===== src/rtl/out_arb_pkg.sv =====
// Shared types and default sizing for the output-device round-robin arbiter.
package out_arb_pkg;

   localparam int N_REQ_DEF     = 4;
   localparam int BURST_LEN_DEF = 4;

   typedef enum logic [2:0] {
      ST_IDLE,
      ST_READ,
      ST_START,
      ST_ACK,
      ST_WAIT,
      ST_DONE
   } state_t;

endpackage


===== src/rtl/out_rr_arbiter_rr_picker.sv =====
// Combinational round-robin picker: starting one past ptr and wrapping,
// returns the first eligible requester. ptr itself has lowest priority.
module rr_picker #(
   parameter int N_REQ = 4
) (
   input  logic [N_REQ-1:0] eligible,
   input  logic [2:0]       ptr,
   output logic [2:0]       index,
   output logic             valid
);

   // Walk candidates from farthest to nearest so the nearest hit wins.
   always_comb begin
      index = '0;
      valid = 1'b0;
      for (int k = N_REQ; k >= 1; k--) begin
         for (int i = 0; i < N_REQ; i++) begin
            if ((((int'(ptr) + k) % N_REQ) == i) && eligible[i]) begin
               index = 3'(i);
               valid = 1'b1;
            end
         end
      end
   end

endmodule


===== src/rtl/out_rr_arbiter.sv =====
// Round-robin arbiter moving bytes from N_REQ FWFT FIFOs to one output device.
// Each grant reads one byte, raises out_start, waits for the device to go
// busy (out_finish=0) and then idle again, and pulses byte_done.
// Optional burst mode: define OUT_ARB_BURST_EN to let a grant move up to
// BURST_LEN consecutive bytes without re-arbitrating.
module out_rr_arbiter
   import out_arb_pkg::*;
#(
   parameter int N_REQ     = N_REQ_DEF,
   parameter int BURST_LEN = BURST_LEN_DEF
) (
   input  logic               clk,
   input  logic               reset,
   input  logic               enable,
   input  logic [N_REQ-1:0]   fifo_empty,
   input  logic [N_REQ-1:0]   fifo_busy,
   input  logic [8*N_REQ-1:0] fifo_data,
   output logic [N_REQ-1:0]   fifo_re,
   output logic [7:0]         out_data,
   output logic               out_start,
   input  logic               out_finish,
   output logic [2:0]         grant,
   output logic               idle,
   output logic               byte_done
);

   state_t           state, state_next;
   logic [2:0]       ptr;
   logic [N_REQ-1:0] eligible;
   logic [2:0]       pick_index;
   logic             pick_valid;
   logic [7:0]       sel_byte;

   assign eligible = ~fifo_empty & ~fifo_busy;

   rr_picker #(.N_REQ(N_REQ)) u_picker (
      .eligible (eligible),
      .ptr      (ptr),
      .index    (pick_index),
      .valid    (pick_valid)
   );

   // Byte currently presented by the granted FIFO.
   always_comb begin
      sel_byte = '0;
      for (int i = 0; i < N_REQ; i++)
         if (grant == 3'(i)) sel_byte = fifo_data[8*i +: 8];
   end

`ifdef OUT_ARB_BURST_EN
   logic [3:0] burst_cnt;
   logic       grant_eligible;
   logic       burst_more;

   // Is the current grant holder still able to supply another byte?
   always_comb begin
      grant_eligible = 1'b0;
      for (int i = 0; i < N_REQ; i++)
         if (grant == 3'(i)) grant_eligible = eligible[i];
   end

   assign burst_more = (burst_cnt < 4'(BURST_LEN)) && grant_eligible;
`endif

   // Next-state logic for the transfer sequence.
   always_comb begin
      state_next = state;
      unique case (state)
         ST_IDLE:  if (enable && out_finish && pick_valid) state_next = ST_READ;
         ST_READ:  state_next = ST_START;
         ST_START: state_next = ST_ACK;
         ST_ACK:   if (!out_finish) state_next = ST_WAIT;
         ST_WAIT:  if (out_finish) state_next = ST_DONE;
         ST_DONE: begin
`ifdef OUT_ARB_BURST_EN
            state_next = burst_more ? ST_READ : ST_IDLE;
`else
            state_next = ST_IDLE;
`endif
         end
         default:  state_next = ST_IDLE;
      endcase
   end

   // State, grant/pointer bookkeeping and output byte capture.
   always_ff @(posedge clk) begin
      if (reset) begin
         state    <= ST_IDLE;
         ptr      <= 3'(N_REQ - 1);
         grant    <= '0;
         out_data <= '0;
      end else begin
         state <= state_next;
         if (state == ST_IDLE && state_next == ST_READ) grant <= pick_index;
         if (state == ST_READ) out_data <= sel_byte;
         // Pointer only advances when the grant is released.
         if (state == ST_DONE && state_next == ST_IDLE) ptr <= grant;
      end
   end

`ifdef OUT_ARB_BURST_EN
   // Bytes moved under the current grant, including the one in flight.
   always_ff @(posedge clk) begin
      if (reset) begin
         burst_cnt <= '0;
      end else if (state == ST_IDLE && state_next == ST_READ) begin
         burst_cnt <= 4'd1;
      end else if (state == ST_DONE) begin
         burst_cnt <= burst_more ? burst_cnt + 4'd1 : 4'd0;
      end
   end
`endif

   // Strobes decoded from state; read strobe is one-hot on the grant.
   always_comb begin
      fifo_re = '0;
      for (int i = 0; i < N_REQ; i++)
         fifo_re[i] = (state == ST_READ) && (grant == 3'(i));
   end

   assign out_start = (state == ST_START) || (state == ST_ACK);
   assign idle      = (state == ST_IDLE);
   assign byte_done = (state == ST_DONE);

endmodule


===== config.mk =====
export PLATFORM = sky130hd
export DESIGN_NAME = out_rr_arbiter
export DESIGN_NICKNAME = d
export VERILOG_FILES = /design/src/rtl/out_arb_pkg.sv /design/src/rtl/out_rr_arbiter_rr_picker.sv /design/src/rtl/out_rr_arbiter.sv
export SDC_FILE = /design/constraint.sdc
export NUM_CORES = 1
export LEC_CHECK = 0
export ABC_CLOCK_PERIOD_IN_PS = 1230
export CORE_MARGIN = 3
export CORE_UTILIZATION = 32
export CTS_CLUSTER_DIAMETER = 80
export DETAILED_ROUTE_END_ITERATION = 10
export PLACE_DENSITY = 0.75
export SYNTH_ARGS = -nofsm -noshare
export SYNTH_HDL_FRONTEND = slang
export SYNTH_SLANG_ARGS = --single-unit

===== constraint.sdc =====
create_clock -name clk -period 1.23 [get_ports clk]
set_input_delay 0.246 -clock clk [delete_from_list [all_inputs] [get_ports clk]]
set_output_delay 0.246 -clock clk [all_outputs]
set_load 0.1 [all_outputs]

==> results.md <==
- The post-route antenna net violation count is 0.
- In this run the most critical hold path is launched from out_data[5].
- The mean post-synth cell area is between 9 and 10 µm².
- The congestion estimate from routability-driven global placement came to about 0.84.
- The placement row count is 19.
- The x dimension of the die is 60.9 µm.
- Across the run, the number of max-cap violations was 0.
- The number of standard cells after synthesis is 100.
- The number of top-level design ports is 62.
- The starting density of the core is 0.344.
- Across the VDD grid, the largest voltage drop is slightly above 0.7 mV.
- The data arrival time of the worst path is approximately 1.5 ns.
- TritonCTS built the clock tree.
- Once layout is complete, the utilization of the core stands at 0.767.
- For the worst setup path, the data required time is approximately 1 ns.
- The worst register-to-register path ends at ptr[0].
- In the final layout, the share of cells above drive strength 1 is 0.473.
- Yosys mapped a number of flops with a built-in enable equal to 0.
- The repair_antennas step left the layout with diodes totalling 0.
- The synthesis-to-layout area growth is 123%.
- The wire length on met1 is 1.27 mm.
- The H-tree level count is 1.
- The power density over the cells is approximately 800 mW/mm².
- Setup repair after global routing could not meet its margin everywhere.
- The critical register-to-register path startpoint is state[1].
- The HPWL after detailed placement is between 2 and 3 mm.
- The synthesized netlist net count is roughly 140.
- The static leakage is just over 0.8 nW.
- The area of the mapped netlist is about 970 µm².
- The number of hold violations in the final report is 0.
- The setup slack at placement is -0.420 ns.
- The flow ran to the end, but the final reports show violations.
- The async set-or-reset flop fraction in the synthesized netlist is 0.
- The routed design has approximately 3.6 mm of wire.
- The routed design could run at a clock period as short as around 1.7 ns.
- The count of cells along the worst register-to-register path is 6.
- The final-stage net count is 233.
- The final route contains about 1200 vias.
- The sum of met2 wire segment lengths after detailed routing is 2.05 mm.
- The top flip-flop cell by instance count after synthesis is sky130_fd_sc_hd__dfxtp_1.
- After filler insertion, the fill cell instance count of the layout stands at 190.
- After clock tree synthesis, the clock-pin slew on the worst setup and hold paths is ~0.10 ns.
- The final reports fail on setup timing.
- The die is 60.9 µm tall.
- Input and output buffers added on the ports amount to 60.
- The kind of end point of the critical path is a primary output.
- The count of clock tree sinks is 15.
- The most critical setup path has its startpoint at state[1].
- Setup violations remaining at the end of the flow were counted as 23.
- The setup slack of the critical path after layout is -0.498 ns.
- The register-to-register path setup slack is -0.25 ns.
- In this run the worst hold path is classified as flop to flop.
- The via density per instance is 5.30.
- In the routed design, unresolved DRC markers number 0.
- In the final routed layout, each cell accounts on average for 16.6 µm.
- The count of synthesis-stage warnings from yosys is 0.
- The finished layout holds roughly 220 standard cells, fillers aside.
- The initial antenna violation count was 0.
- The clock reaches the later pin of the worst-skew pair after around 0.29 ns.
- The via count of the first global-routing pass is 1234.
- The standard cell core area is roughly 0.0028 mm².
- The number of cells after detailed placement is between 150 and 200.
- The detailed router used layers up to and including met4.
- The capturing instance or port of the critical path is fifo_re[2].
- The share of the Yosys chip area taken by registers is 0.311.
- The wire length on met3 is about 250 µm.
- Across every metal layer, demand over resource in global routing totals 0.214.
- The element type at the critical path start is a flop.
- The total die area is approximately 0.0037 mm².
- The cell sitting at the root of the clock tree is a sky130_fd_sc_hd__clkbuf_4.
- The first global-routing pass estimated 5.79 mm of wire.
- Of all nets on the critical path, the largest fanout is 3.
- The hold buffer count at cts is 0.
- The maximum achievable frequency is 0.579 GHz.
- The worst setup path is of the flop to primary output kind.
- Across the routed clock network, the largest skew measured is approximately 0.0037 ns.
- On the final layout, the worst hold slack is roughly 0.5 ns.
- The number of CTS-inserted buffers is 3.
- The total grt overflow is 0.
- The number of detailed-routing iterations run before antenna repair is 4.
- The count of pins over their slew limit is 0.
- The netlist uses 36 different library cells.
- Counting along the longest clock path gives a buffer depth of 2.
- In the finished design, the share of the clock period the worst path needs comes to 1.40.
- The pin count of the biggest net entering global routing is 11.
- The synthesized design contains 15 register bits.
- After the first detailed-routing iteration, the DRC count stood at 14.
-- cell families (layout without fill, tap and decap cells) --
logic type / Yosys count / in the layout / synth area share
buffers and inverters: 9 / 97 / 0.0764
AOI/OAI and AO/OA: 23 / 23 / 0.162
DFF: 15 / 15 / 0.311
other: 1 / 1 / 0.00388
and+or+nand+nor: 44 / 44 / 0.260
muxes: 8 / 8 / 0.187
-- cells in the final DEF (no fill, tap or decap), types with 3 or more instances in the layout --
cell type	synthesis	routed
sky130_fd_sc_hd__a21oi_1	11	8
sky130_fd_sc_hd__a21oi_2	0	3
sky130_fd_sc_hd__buf_12	0	17
sky130_fd_sc_hd__buf_4	1	20
sky130_fd_sc_hd__buf_6	3	11
sky130_fd_sc_hd__clkbuf_4	0	3
sky130_fd_sc_hd__clkdlybuf4s50_1	0	42
sky130_fd_sc_hd__dfxtp_1	15	10
sky130_fd_sc_hd__dfxtp_2	0	3
sky130_fd_sc_hd__mux4_2	8	8
sky130_fd_sc_hd__nand2_1	18	15
sky130_fd_sc_hd__nand2_2	0	3
sky130_fd_sc_hd__nor2_1	5	4
sky130_fd_sc_hd__o22ai_1	3	3
-- per-stage QoR --
stage	setup TNS, ns	total power [mW]	area [µm²]
floorplan	-8.02	0.977	1020
global placement	-2.75	1.30	1850
detailed placement	-3.15	1.31	1850
CTS	-4.79	1.71	2110
global route	-5.59	1.79	2150
finish	-4.40	1.72	2150
-- critical path, stage by stage, from the launching register on --
cell and delay (ns):
sky130_fd_sc_hd__dfxtp_2 0.33, sky130_fd_sc_hd__or3b_4 0.43, sky130_fd_sc_hd__nor3b_4 0.23, sky130_fd_sc_hd__buf_12 0.20
-- timing repair --
item	in CTS	in global routing
endpoints found under the setup margin	21	24
gates resized for setup	27	7
endpoints found under the hold margin	0	0
setup buffers	18	4
cloned	0	0
pin swaps	17	5
-- how the worst min path moves through the flow --
stage / endpoint / cells past startpoint
6_report: out_data[5] / 2
5_1_grt: grant[1] / 4
4_1_cts: out_data[5] / 2
3_5_place_dp: out_data[5] / 2
3_3_place_gp: out_data[5] / 2
2_1_floorplan: grant[0] / 1
-- flip-flops by register name, summed over array words and instances, names as in the netlist --
name	cells
grant	2
ptr	2
state	3
out_data	8
-- where the power goes --
part / internal (mW) / switching [mW] / total, mW
registers: 0.510 / 0.0266 / 0.537
logic: 0.442 / 0.439 / 0.881
clock network: 0.123 / 0.178 / 0.302
total: 1.08 / 0.644 / 1.72
-- Yosys cell counts, drive strengths merged, types with 3 or more instances --
| library cell | count | share of area |
|---|---|---|
| nand2 | 18 | 0.070 |
| dfxtp | 15 | 0.31 |
| a21oi | 11 | 0.057 |
| mux4 | 8 | 0.19 |
| buf | 7 | 0.069 |
| nor2 | 5 | 0.019 |
| nor3 | 4 | 0.032 |
| nor2b | 3 | 0.027 |
| nor3b | 3 | 0.034 |
| o22ai | 3 | 0.019 |
-- cell type report --
cell class                 instances  area (µm²)  share of cell area
timing repair buffer              92        1060               0.494
multi-input combinational         76         701               0.326
sequential                        15         312               0.145
tap                               31        38.8              0.0180
clock buffer                       3        22.5              0.0105
clock inverter                     1        7.51             0.00349
inverter                           1        7.51             0.00349
-- layer usage --
layer	up-vias	GRT usage
li1	549	-
met1	555	0.216
met2	48	0.415
met3	8	0.0660
met4	0	0.0650
met5	-	0
No activity file was read; power rests on OpenSTA's default activity.
